### config.mk
export PLATFORM = sky130hd
export DESIGN_NAME = controlador_busca_flat
export DESIGN_NICKNAME = d
export VERILOG_FILES = /design/src/rtl/controlador_busca_pkg.sv /design/src/rtl/controlador_busca_if.sv /design/src/rtl/controlador_busca_contador_programa.sv /design/src/rtl/controlador_busca.sv /design/src/flat_wrapper.sv
export SDC_FILE = /design/constraint.sdc
export NUM_CORES = 1
export LEC_CHECK = 0
export ABC_AREA = 1
export CAP_MARGIN = 0
export CORE_ASPECT_RATIO = 0.75
export CORE_MARGIN = 2
export CORE_UTILIZATION = 45
export DETAILED_ROUTE_END_ITERATION = 10
export PLACE_DENSITY_LB_ADDON = 0.12
export SKIP_LAST_GASP = 1
export SLEW_MARGIN = 0
export SYNTH_ARGS = -nofsm -noshare
export SYNTH_HDL_FRONTEND = slang
export SYNTH_SLANG_ARGS = --single-unit
### constraint.sdc
create_clock -name clock -period 2 [get_ports clock]
set_input_delay 0.3 -clock clock [delete_from_list [all_inputs] [get_ports clock]]
set_output_delay 0.3 -clock clock [all_outputs]
set_load 0.01 [all_outputs]
### src/rtl/controlador_busca_pkg.sv
// Shared definitions for the instruction-fetch sequencer: widths, reset address, state encoding.
package controlador_busca_pkg;

  localparam int unsigned LARG_END    = 8;
  localparam int unsigned LARG_INSTR  = 8;
  localparam int unsigned LARG_CONT   = 16;
  localparam logic [LARG_END-1:0] END_INICIAL = 8'h00;

  typedef enum logic {
    Ativo  = 1'b0,
    Parado = 1'b1
  } estado_t;

endpackage

### src/rtl/controlador_busca_if.sv
// Fetch bus: instruction-memory address/data, decoder handshake and control pulses.
interface controlador_busca_if
  import controlador_busca_pkg::*;
#(
  parameter int unsigned LARGURA_ENDERECO  = LARG_END,
  parameter int unsigned LARGURA_INSTRUCAO = LARG_INSTR,
  parameter int unsigned LARGURA_CONTADOR  = LARG_CONT
) ();

  logic [LARGURA_ENDERECO-1:0]  endereco;
  logic [LARGURA_INSTRUCAO-1:0] instrucao;
  logic [LARGURA_INSTRUCAO-1:0] instrucao_saida;
  logic [LARGURA_ENDERECO-1:0]  pc_instrucao;
  logic                         valido;
  logic                         pronto;
  logic                         desvio;
  logic [LARGURA_ENDERECO-1:0]  alvo_desvio;
  logic                         parar;
  logic                         retomar;
  logic [LARGURA_CONTADOR-1:0]  contador_busca;

  modport master (
    output endereco, instrucao_saida, pc_instrucao, valido, contador_busca,
    input  instrucao, pronto, desvio, alvo_desvio, parar, retomar
  );

  modport slave (
    input  endereco, instrucao_saida, pc_instrucao, valido, contador_busca,
    output instrucao, pronto, desvio, alvo_desvio, parar, retomar
  );

endinterface

### src/rtl/controlador_busca_contador_programa.sv
// Program counter register: reset/load have priority over increment; otherwise holds.
module contador_programa
  import controlador_busca_pkg::*;
#(
  parameter int unsigned LARGURA_ENDERECO = LARG_END,
  parameter logic [LARGURA_ENDERECO-1:0] ENDERECO_INICIAL = END_INICIAL
) (
  input  logic                        clock,
  input  logic                        reset,
  input  logic                        carregar,
  input  logic                        incrementar,
  input  logic [LARGURA_ENDERECO-1:0] alvo,
  output logic [LARGURA_ENDERECO-1:0] pc
);

  always_ff @(posedge clock) begin
    if (reset) begin
      pc <= ENDERECO_INICIAL;
    end else if (carregar) begin
      pc <= alvo;
    end else if (incrementar) begin
      pc <= pc + LARGURA_ENDERECO'(1);
    end
  end

endmodule

### src/rtl/controlador_busca.sv
// Instruction-fetch sequencer: captures memory data one edge after the address is registered
// and offers it to the decoder on a valid/ready handshake, with redirect, halt and resume.
module controlador_busca
  import controlador_busca_pkg::*;
#(
  parameter int unsigned LARGURA_ENDERECO  = LARG_END,
  parameter int unsigned LARGURA_INSTRUCAO = LARG_INSTR,
  parameter logic [LARGURA_ENDERECO-1:0] ENDERECO_INICIAL = END_INICIAL,
  parameter int unsigned LARGURA_CONTADOR  = LARG_CONT
) (
  input logic                 clock,
  input logic                 reset,
  controlador_busca_if.master bus
);

  estado_t                      estado_q, estado_d;
  logic [LARGURA_INSTRUCAO-1:0] instr_q, instr_d;
  logic [LARGURA_ENDERECO-1:0]  pc_instr_q, pc_instr_d;
  logic                         valido_q, valido_d;
  logic [LARGURA_CONTADOR-1:0]  contador_q, contador_d;
  logic [LARGURA_ENDERECO-1:0]  pc;
  logic                         carregar, incrementar, aceite;

  contador_programa #(
    .LARGURA_ENDERECO (LARGURA_ENDERECO),
    .ENDERECO_INICIAL (ENDERECO_INICIAL)
  ) u_pc (
    .clock       (clock),
    .reset       (reset),
    .carregar    (carregar),
    .incrementar (incrementar),
    .alvo        (bus.alvo_desvio),
    .pc          (pc)
  );

  assign aceite = valido_q && bus.pronto;

  always_comb begin
    estado_d    = estado_q;
    instr_d     = instr_q;
    pc_instr_d  = pc_instr_q;
    valido_d    = valido_q;
    carregar    = 1'b0;
    incrementar = 1'b0;
    // A handshake on the same edge as a redirect or halt still retires.
    contador_d  = contador_q + LARGURA_CONTADOR'(aceite);

    if (bus.desvio) begin
      carregar = 1'b1;
      valido_d = 1'b0;
      estado_d = Ativo;
    end else if (estado_q == Ativo) begin
      if (bus.parar) begin
        estado_d = Parado;
        valido_d = 1'b0;
      end else if (!valido_q || bus.pronto) begin
        instr_d     = bus.instrucao;
        pc_instr_d  = pc;
        valido_d    = 1'b1;
        incrementar = 1'b1;
      end
    end else if (bus.retomar && !bus.parar) begin
      estado_d = Ativo;
    end
  end

  always_ff @(posedge clock) begin
    if (reset) begin
      estado_q   <= Ativo;
      instr_q    <= '0;
      pc_instr_q <= '0;
      valido_q   <= 1'b0;
      contador_q <= '0;
    end else begin
      estado_q   <= estado_d;
      instr_q    <= instr_d;
      pc_instr_q <= pc_instr_d;
      valido_q   <= valido_d;
      contador_q <= contador_d;
    end
  end

  assign bus.endereco        = pc;
  assign bus.instrucao_saida = instr_q;
  assign bus.pc_instrucao    = pc_instr_q;
  assign bus.valido          = valido_q;
  assign bus.contador_busca  = contador_q;

endmodule

### src/flat_wrapper.sv
// flat-port wrapper written by rule: the top's interface ports become plain ports
module controlador_busca_flat import controlador_busca_pkg::*;
#(
  parameter int unsigned LARGURA_ENDERECO  = LARG_END,
  parameter int unsigned LARGURA_INSTRUCAO = LARG_INSTR,
  parameter logic [LARGURA_ENDERECO-1:0] ENDERECO_INICIAL = END_INICIAL,
  parameter int unsigned LARGURA_CONTADOR  = LARG_CONT
)
  (clock, reset, bus_endereco, bus_instrucao_saida, bus_pc_instrucao, bus_valido, bus_contador_busca, bus_instrucao, bus_pronto, bus_desvio, bus_alvo_desvio, bus_parar, bus_retomar);
  controlador_busca_if #(.LARGURA_ENDERECO(LARGURA_ENDERECO), .LARGURA_INSTRUCAO(LARGURA_INSTRUCAO), .LARGURA_CONTADOR(LARGURA_CONTADOR)) bus_i ();
  input logic clock;
  input logic reset;
  output wire logic [$bits(bus_i.endereco)-1:0] bus_endereco;
  output wire logic [$bits(bus_i.instrucao_saida)-1:0] bus_instrucao_saida;
  output wire logic [$bits(bus_i.pc_instrucao)-1:0] bus_pc_instrucao;
  output wire logic [$bits(bus_i.valido)-1:0] bus_valido;
  output wire logic [$bits(bus_i.contador_busca)-1:0] bus_contador_busca;
  input wire logic [$bits(bus_i.instrucao)-1:0] bus_instrucao;
  input wire logic [$bits(bus_i.pronto)-1:0] bus_pronto;
  input wire logic [$bits(bus_i.desvio)-1:0] bus_desvio;
  input wire logic [$bits(bus_i.alvo_desvio)-1:0] bus_alvo_desvio;
  input wire logic [$bits(bus_i.parar)-1:0] bus_parar;
  input wire logic [$bits(bus_i.retomar)-1:0] bus_retomar;
  assign bus_endereco = bus_i.endereco;
  assign bus_instrucao_saida = bus_i.instrucao_saida;
  assign bus_pc_instrucao = bus_i.pc_instrucao;
  assign bus_valido = bus_i.valido;
  assign bus_contador_busca = bus_i.contador_busca;
  assign bus_i.instrucao = bus_instrucao;
  assign bus_i.pronto = bus_pronto;
  assign bus_i.desvio = bus_desvio;
  assign bus_i.alvo_desvio = bus_alvo_desvio;
  assign bus_i.parar = bus_parar;
  assign bus_i.retomar = bus_retomar;
  controlador_busca #(.LARGURA_ENDERECO(LARGURA_ENDERECO), .LARGURA_INSTRUCAO(LARGURA_INSTRUCAO), .ENDERECO_INICIAL(ENDERECO_INICIAL), .LARGURA_CONTADOR(LARGURA_CONTADOR)) u_core (.clock(clock), .reset(reset), .bus(bus_i));
endmodule
==> results of run 1 <==
==> layout make-up <==
cell class / instances / area, µm²
Clock buffer: 5 / 68.8
Clock inverter: 3 / 43.8
Fill cell: 397 / 1360
Inverter: 32 / 120
Multi-Input combinational cell: 186 / 927
Sequential cell: 42 / 841
Tap cell: 55 / 68.8
Timing Repair Buffer: 69 / 673
==> cell usage in the layout, fill, tap and decap left out, types with 3 or more instances in the layout <==
master and count:
nor2_1 28, inv_1 30, clkdlybuf4s50_1 62, buf_4 7, nand2_1 73, a21oi_1 30, nand3_1 11, ha_1 3
o21ai_0 17, dfxtp_1 42, nand4_1 3, clkbuf_8 5, xor2_1 3
==> metrics by stage <==
step | util | setup slack, ns
after floorplan | - | 0.457
after global placement | 0.641 | 0.112
after detailed placement | 0.641 | 0.0658
after CTS | 0.668 | 0.345
after global routing | 0.668 | 0.127
final | 0.668 | 0.342
==> layer usage <==
metal / vias up / routed length, µm / share of wire
li1: 992 / - / -
met1: 863 / 2360 / 0.49
met2: 61 / 2050 / 0.42
met3: 11 / 334 / 0.069
met4: 0 / 88 / 0.018
met5: - / 0 / 0
==> worst reg2reg max path, cell delays in order (launching register included) <==
cell and delay, ns:
dfxtp_1 0.38, nand2_1 0.07, inv_1 0.05, ha_1 0.16, ha_1 0.17, nand3_1 0.13, inv_1 0.17, nand3_1 0.09
o21ai_0 0.16, a21oi_1 0.09
==> sequential cells by signal, summed over array words and instances, names as in the netlist <==
| name | count |
|---|---|
| u_core.bus.valido | 1 |
| u_core.u_pc.pc | 8 |
| u_core.bus.pc_instrucao | 8 |
| u_core.estado_q | 1 |
| u_core.bus.contador_busca | 16 |
| u_core.bus.instrucao_saida | 8 |
==> worst paths after layout <==
path | cells past startpoint | to
worst max-delay path | 10 | u_core.bus.contador_busca[14]
worst min-delay path | 2 | u_core.bus.pc_instrucao[2]
worst max register to register | 9 | u_core.bus.contador_busca[14]
worst min register to register | 2 | u_core.bus.pc_instrucao[2]
==> power by group through the flow <==
| stage | registers, mW | logic [mW] | clock network [mW] |
|---|---|---|---|
| 6_report | 0.890 | 0.228 | 0.670 |
| 5_1_grt | 0.894 | 0.253 | 0.723 |
| 4_1_cts | 0.890 | 0.230 | 0.689 |
| 3_5_place_dp | 0.909 | 0.229 | 0 |
| 3_3_place_gp | 0.909 | 0.226 | 0 |
| 2_1_floorplan | 0.918 | 0.102 | 0 |
==> cell usage after synthesis, types with 2 or more instances <==
cell type,n,share of area
nand3_1,11,0.028
ha_1,3,0.019
nand2_1,73,0.14
a21oi_1,30,0.077
xor2_1,3,0.013
nand4_1,3,0.0096
nor2_1,28,0.054
buf_4,2,0.0077
nand3b_1,2,0.0077
inv_1,30,0.058
inv_2,2,0.0039
o21ai_0,17,0.044
dfxtp_1,42,0.43
buf_2,2,0.0051
nand3_2,2,0.010
==> cells by family after synthesis <==
group,Yosys count
simple gates,126
flops,42
fa+ha+maj,3
xor+xnor,4
compound gates,53
buf+inv,40
==> results.md, run 1 <==
- Fin. Hold Viols: 0
- WL final: 4.83 mm
- Post-DP HPWL: 3.47 mm
- Clk buf depth: 2
- PortBufs: 62
- Post-layout minimum cycle time: 1.66 ns
- # DRC: 0
- Slowest CP cell: clkdlybuf4s50_1
- Post-DR wirelength/cell: 12.3 µm
- Count of inserted antenna diode cells: 0
- Clk network pwr share: 0.375
- Gate power share: 0.128
- RSZ-0062 raised after global routing: false
- GR Util met3: 0.0625
- CP top delay family: buffers and inverters
- Tcrit/Tclk final: 0.829
- Core Footprint: 4100 µm²
- Post-synthesis mux area share: 0
- H-tree Lvls: 2
- R2r setup slk: 0.43 ns
- Total power: 1.79 mW
- Slowest stage delay, CP: 0.47 ns
- Worst Setup Path Type: primary input to flip-flop
- PwrDens: 652 nW/µm²
- Cells after synthesis: 268
- Fmax: 603 MHz
- Rows: 20
- Layout cells sized above 1: 0.0831
- Post-Synth Adder-Cell Area: 0.0193
- Worst endpoint required time: 2.17 ns
- EDFF count, synth: 0
- Clock root buffer: clkbuf_8
- Min-delay worst type: flip-flop to flip-flop
- CTS-repair resized insts: 0
- Slew Viols, Final: 0
- Static Leak: 1.09 nW
- Grt ovf: 0
- Pin count of the biggest net entering global routing: 27
- CP bufs+invs: 3
- Syn_area_per_cell: 7.26 µm²
- CTS tree: done
- Yosys cell types: 33
- Crit path launch type: primary input
- Dpl cells: 384
- # IOs: 63
- Ys Warns: 0
- Pre-antenna DRT Iters: 4
- Final ANT Viol Nets: 0
- Sequential fraction of the synthesis area: 0.432
- P_sw: 0.428 mW
- Hold Startpoint: u_core.bus.pc_instrucao[2]
- Net Sw Frac: 0.239
- Post-CTS Setup Bufs: 0
- Met2 GRT Util: 0.323
- Vias in the first global route: 1699
- Maximum vdd drop: 0.000403 V
- Max FO, Critical Path: 4
- Main flop type after synthesis: dfxtp_1
- Drt via density: 4.92
- Initial Utilization: 0.474
- Net count reported at finish: 361
- Max Cap Viol: 0
- M1 GR Usage: 0.292
- Total number of vias: 1927
- Area Growth Syn to Fin: 40.9%
- DR iter-0 viols: 127
- First-pass GRT wire length: 7.80 mm
- Crit path from: bus_pronto
- Yosys reg bits: 42
- Setup Skew: 0.00500 ns
- Clk_lat worst skew: 0.30 ns
- Least-Margin Pin Slew: 0.488 ns
- Relative slew margins: 0.674
- CP arrival: 1.83 ns
- Internal power: 1.36 mW
- TritonCTS Buffers: 5
- Synthesized cell area: 1950 µm²
- DIE AREA: 4870 µm²
- Synth Area in XOR/XNOR: 0.0180
- Main combinational cell family by area after synthesis: simple AND/OR/NAND/NOR gates
- Async set or reset register ratio after synthesis: 0
- Clock sinks: 42
- Gr usage total: 0.215
- Cell Area, Placed: 2630 µm²
- Die height: 61.0 µm
- Syn nets: 293
- Post-synthesis simple-gate area fraction: 0.292
- Die W: 80.0 µm
- Cts hold-fix bufs: 0
- Status: finished clean
- Initial antenna violation count: 0
- CP Capture Type: flip-flop
- Setup violations, final: 0
- Clock transition at path regs: 0.08 ns
- Post-synthesis compound-gate area fraction: 0.147
- Worst hold slack: 0.466 ns
- GRT Max-Usage Layer: met2
- Setup TNS: 0 ns
- Final instance area: 2740 µm²
- Final cell count without fillers: 392
- Crit-path cells: clkdlybuf4s50_1 -> nand2_1 -> inv_1 -> ha_1 -> ha_1 -> nand3_1 -> inv_1 -> nand3_1 -> o21ai_0 -> a21oi_1
- GP Congestion: 0.837
- Sequential Power Share: 0.497
- Reg-to-reg critical path startpoint: u_core.bus.valido
Power figures use the tool's default switching activity.
==> inputs of run 2 (changes only) <==
CORE_UTILIZATION = 41   (was 45)
clock period = 1.4 ns   (was 2 ns; I/O delays follow)
==> run 2 against run 1 <==
- cell count rose by 3.6%
- largest power group unchanged
- register-to-register slack lost 0.36 ns
- cell area rose by 7.8%
- combinational power rose by 56%
- via count grew 2.2%
- clock skew shrank 0.0012 ns
- die area increased by 9.2%
- largest cell class unchanged
- non-clock buffer count increased by 13
- sequential share of layout area down 1.7 points
- clock power is 49% higher
- first-iteration DRC count is 16% lower
- sequential cell count did not move
==> results.md, run 2 (synthesis gave the netlist of run 1 again) <==
- Net count reported at finish: 374 (+3.6%)
- PwrDens: 885 nW/µm² (+36%)
- Min-delay worst type: primary input to flip-flop
- Fill cells: 424 (+6.8%)
- Slew Viols, Final: 0 (unchanged)
- Relative slew margins: 0.853 (+0.178)
- Fmax: 753 MHz
- Tcrit/Tclk final: 0.949
- Clk buf depth: 2 (unchanged)
- Die height: 63.7 µm (+4.4%)
- Setup TNS: 0 ns (unchanged)
- RSZ-0062 raised after global routing: true
- Status: finished clean
- CTS tree: done
- Post-DR wirelength/cell: 12.2 µm (-1.0%)
- # IOs: 63 (unchanged)
- Initial antenna violation count: 0 (unchanged)
- Core Footprint: 4520 µm² (+10%)
- Worst slack at placement: -0.443 ns (-0.509 ns)
- CP Capture Type: flip-flop
- Number of flip-flops under the largest register name: 16 (unchanged)
- Pre-antenna DRT Iters: 4 (unchanged)
- R2r setup slk: 0.07 ns (-0.36 ns)
- Vias in the first global route: 1782 (+4.9%)
- Post-layout minimum cycle time: 1.33 ns
- Setup violations, final: 0 (unchanged)
- Clock root buffer: clkbuf_8
- WL final: 4.95 mm (+2.5%)
- Pin count of the biggest net entering global routing: 16 (-41%)
- Setup Skew: 0.00381 ns (-0.00119 ns)
- Crit path launch type: flip-flop
- Fin util: 0.654 (-0.0138)
- Layout cells sized above 1: 0.172 (+0.0888)
- # DRC: 0 (unchanged)
- Initial Utilization: 0.431 (-0.0436)
- Max Cap Viol: 0 (unchanged)
- Die W: 83.6 µm (+4.5%)
- Clk_lat worst skew: 0.30 ns (about the same)
- GP Congestion: 0.829 (-0.90%)
- Grt ovf: 0 (unchanged)
- Rows: 21 (+5.0%)
- Fin. Hold Viols: 0 (unchanged)
- DR iter-0 viols: 107 (-16%)
- Static Leak: 1.59 nW (+45%)
- Most common cell after layout, fill and taps aside: nand2_1
- Drt via density: 4.85 (-1.3%)
- Worst Setup Path Type: flip-flop to flip-flop
- Clock sinks: 42 (unchanged)
- Maximum vdd drop: 0.000657 V (+63%)
- Max FO, Critical Path: 4 (unchanged)
- Count of inserted antenna diode cells: 0 (unchanged)
- Area Growth Syn to Fin: 51.9%
- H-tree Lvls: 2 (unchanged)
- First-pass GRT wire length: 8.29 mm (+6.3%)
- Final ANT Viol Nets: 0 (unchanged)
- PortBufs: 62 (unchanged)
- DIE AREA: 5320 µm² (+9.2%)
- Total number of vias: 1970 (+2.2%)
- Least-Margin Pin Slew: 0.221 ns (-0.267 ns)
- Final worst slack: 0.0714 ns (-0.270 ns)
- Cts hold-fix bufs: 0 (unchanged)
- Most frequent cells in the layout: nand2_1, a21oi_1, dfxtp_1
- CP arrival: 1.52 ns (-0.31 ns)
- Clock transition at path regs: 0.08 ns (about the same)
- TritonCTS Buffers: 5 (unchanged)
- Post-DP HPWL: 3.72 mm (+7.2%)
- Gr usage total: 0.193 (-0.0222)
- Worst endpoint required time: 1.59 ns (-0.58 ns)
- Worst hold slack: 0.461 ns (-0.00463 ns)
run 2: cell count changes in the layout (fill, tap and decap cells not counted), sizes merged:
cell,change
buf,+13
clkbuf,+1
clkdlybuf4s50,-42
clkinv,-1
dlygate4sd2,+25
dlymetal6s2s,+17
inv,-1
run 2: final timing paths:
kind / start / endpoint / depth (start not counted)
max: u_core.bus.valido / u_core.bus.contador_busca[8] / 9
min: bus_instrucao[4] / u_core.bus.instrucao_saida[4] / 3
max reg2reg: u_core.bus.valido / u_core.bus.contador_busca[8] / 9
min reg2reg: u_core.bus.pc_instrucao[6] / u_core.bus.pc_instrucao[6] / 2
run 2: power breakdown:
part | total (mW) | internal (mW) | switching, mW
Combinational | 0.355 | 0.187 | 0.168
Clock | 0.996 | 0.571 | 0.425
Sequential | 1.27 | 1.24 | 0.0300
Total | 2.62 | 1.99 | 0.623
run 2: layout make-up:
class / instances / area (µm²) / share of cell area
multi-input cells: 186 / 978 / 0.331
flip-flops and latches: 42 / 856 / 0.289
repair buffers: 82 / 820 / 0.277
inverters: 32 / 120 / 0.0406
clock buffers: 6 / 82.6 / 0.0279
well taps: 57 / 71.3 / 0.0241
clock inverters: 1 / 30.0 / 0.0102
run 2: stage by stage:
step | area (µm²) | total power [mW] | instances
finish | 2960 | 2.62 | 406
global route | 2960 | 2.72 | 406
CTS | 2910 | 2.63 | 406
detailed placement | 2800 | 1.67 | 399
global placement | 2800 | 1.67 | 399
floorplan | 1980 | 1.46 | 268
run 2: what timing repair did:
item | in CTS | in global routing
resized for setup | 38 | 21
setup endpoints to repair | 34 | 25
pin swaps | 3 | 2
buffers inserted | 0 | 0
gates cloned | 0 | 0
run 2: critical path, stage by stage (launching register included):
cell and delay (ns):
dfxtp_2 0.34, nand2_2 0.05, inv_2 0.06, ha_4 0.13, ha_4 0.13, nand3_4 0.07
nor3_4 0.17, nand2_1 0.09, o21ai_1 0.13, nor2_1 0.05
run 2: routing by layer:
| layer | vias to the layer above | GRT usage | share of wire |
|---|---|---|---|
| li1 | 1022 | - | - |
| met1 | 872 | 0.279 | 0.52 |
| met2 | 69 | 0.285 | 0.40 |
| met3 | 7 | 0.0472 | 0.071 |
| met4 | 0 | 0.0544 | 0.011 |
| met5 | - | 0 | 0 |
==> inputs of run 3 (changes only) <==
CORE_ASPECT_RATIO = default   (was 0.75)
==> run 3 against run 2 <==
- clock-buffer cell count unchanged
- global-route usage shrank 0.35 points
- sequential share of layout area about the same
- combinational power down 3%
- first-iteration DRC count shrank 37%
- die area shrank 0.10%
- clock power increased by 19%
- register-to-register slack lost 0.06 ns
- largest power group unchanged
==> results.md, run 3 (synthesis gave the netlist of run 1 again) <==
- Status: finished clean
- Gr usage total: 0.189 (-0.00354)
- Drt via density: 4.78 (-1.6%)
- RSZ-0062 raised after global routing: true
- Setup Skew: 0.0104 ns (+0.00654 ns)
- CP Capture Type: flip-flop
- DIE AREA: 5320 µm² (-0.10%)
- Area Growth Syn to Fin: 52.4%
- H-tree Lvls: 2 (unchanged)
- TritonCTS Buffers: 5 (unchanged)
- Rows: 25 (+19%)
- Net count reported at finish: 373 (-0.27%)
- Static Leak: 1.58 nW (-0.37%)
- Maximum vdd drop: 0.000493 V (-25%)
- # IOs: 63 (unchanged)
- Slew Viols, Final: 0 (unchanged)
- Post-DP HPWL: 3.46 mm (-7.1%)
- Final cell count without fillers: 403 (-0.74%)
- Initial antenna violation count: 0 (unchanged)
- WL final: 4.71 mm (-4.9%)
- Initial Utilization: 0.418 (-0.0131)
- Layout cells sized above 1: 0.183 (+0.0115)
- Vias in the first global route: 1765 (-0.95%)
- Fin. Hold Viols: 0 (unchanged)
- R2r setup slk: 0.006 ns (-0.06 ns)
- Worst slack at placement: -0.435 ns (+0.00827 ns)
- Clk buf depth: 2 (unchanged)
- Worst endpoint required time: 1.60 ns (about the same)
- Relative slew margins: 0.853 (about the same)
- Total power: 2.81 mW (+7.3%)
- Most frequent cells in the layout: nand2_1, a21oi_1, inv_1, nor2_1, dfxtp_1
- Least-Margin Pin Slew: 0.220 ns (-0.000979 ns)
- Total number of vias: 1925 (-2.3%)
- Most common cell after layout, fill and taps aside: nand2_1
- Pre-antenna DRT Iters: 4 (unchanged)
- Fmax: 718 MHz (-4.7%)
- PwrDens: 946 nW/µm² (+6.9%)
- CTS tree: done
- Grt ovf: 0 (unchanged)
- Clock sinks: 42 (unchanged)
- DR iter-0 viols: 67 (-37%)
- Dpl cells: 392 (-1.8%)
- Worst Setup Path Type: flip-flop to flip-flop
- Fill cells: 432 (+1.9%)
- Final worst slack: 0.00650 ns (-0.0649 ns)
- # DRC: 0 (unchanged)
- GP Congestion: 0.873 (+5.3%)
- Post-layout minimum cycle time: 1.39 ns (+0.0649 ns)
- PortBufs: 62 (unchanged)
- Pin count of the biggest net entering global routing: 17 (+1)
- Crit path launch type: flip-flop
- Max Cap Viol: 0 (unchanged)
- Final ANT Viol Nets: 0 (unchanged)
- Core Footprint: 4660 µm² (+3.1%)
- Clock root buffer: clkbuf_8
- Setup violations, final: 0 (unchanged)
- First-pass GRT wire length: 7.92 mm (-4.4%)
- Cts hold-fix bufs: 0 (unchanged)
- Die height: 72.9 µm (+15%)
- Min-delay worst type: primary input to flip-flop
- Count of inserted antenna diode cells: 0 (unchanged)
- Number of flip-flops under the largest register name: 16 (unchanged)
- Clk_lat worst skew: 0.30 ns (about the same)
- Clock transition at path regs: 0.09 ns (about the same)
- Post-DR wirelength/cell: 11.7 µm (-4.1%)
- Max FO, Critical Path: 4 (unchanged)
- CP arrival: 1.59 ns (+0.07 ns)
- Die W: 72.9 µm (-13%)
- Tcrit/Tclk final: 0.995 (+0.0463)
-- run 3: changes by cell type in the layout (fill, tap and decap cells not counted) --
cell	delta
inv_2	+1
o21ai_1	+3
o21ai_0	-3
dfxtp_1	-3
bufinv_16	+1
buf_12	-1
dfxtp_2	+3
inv_1	-1
-- run 3: what timing repair did --
action / CTS / global route
pin swaps: 2 / 6
setup buffers: 1 / 2
resized for setup: 42 / 24
setup endpoints to repair: 34 / 28
-- run 3: worst max-delay path, stage by stage, from the launching register on --
cell and delay (ns):
dfxtp_2 0.34, nand2_2 0.05, inv_2 0.06, ha_4 0.14, ha_4 0.14, nand3_4 0.07, nor3_4 0.23, nand2_1 0.09
o21ai_1 0.13, nor2_1 0.04
-- run 3: power by group --
part	switching, mW	internal, mW	leakage, nW
Clock	0.433	0.761	0.0714
Sequential	0.0317	1.24	0.349
Combinational	0.163	0.182	1.16
-- run 3: path summary, 6_finish.rpt --
check                                start                             to  cells past startpoint
max                      u_core.bus.valido   u_core.bus.contador_busca[8]                      9
min                             bus_pronto   u_core.bus.contador_busca[0]                      6
max reg2reg              u_core.bus.valido   u_core.bus.contador_busca[8]                      9
min reg2reg  u_core.bus.instrucao_saida[2]  u_core.bus.instrucao_saida[2]                      2
-- run 3: area by class of cell --
class / instances / area [µm²] / area share
Inverter: 32 / 120 / 0.0405
Clock buffer: 6 / 82.6 / 0.0278
Timing Repair Buffer: 81 / 800 / 0.269
Tap cell: 54 / 67.6 / 0.0228
Clock inverter: 2 / 60.1 / 0.0202
Sequential cell: 42 / 860 / 0.290
Multi-Input combinational cell: 186 / 978 / 0.330
-- run 3: through the flow --
step / hold slack [ns] / setup TNS [ns] / util / cell area [µm²]
2_1_floorplan: 0.307 / -0.0337 / - / 1980
3_3_place_gp: 0.450 / -5.50 / 0.591 / 2760
3_5_place_dp: 0.456 / -6.00 / 0.591 / 2760
4_1_cts: 0.456 / -0.0672 / 0.623 / 2900
5_1_grt: 0.405 / -0.292 / 0.637 / 2970
6_report: 0.377 / 0 / 0.637 / 2970
-- run 3: per-layer routing --
layer,track usage,share of wire,vias up
li1,-,-,1013
met1,0.247,0.46,851
met2,0.308,0.48,53
met3,0.0456,0.044,8
met4,0.0617,0.017,0
met5,0,0,-
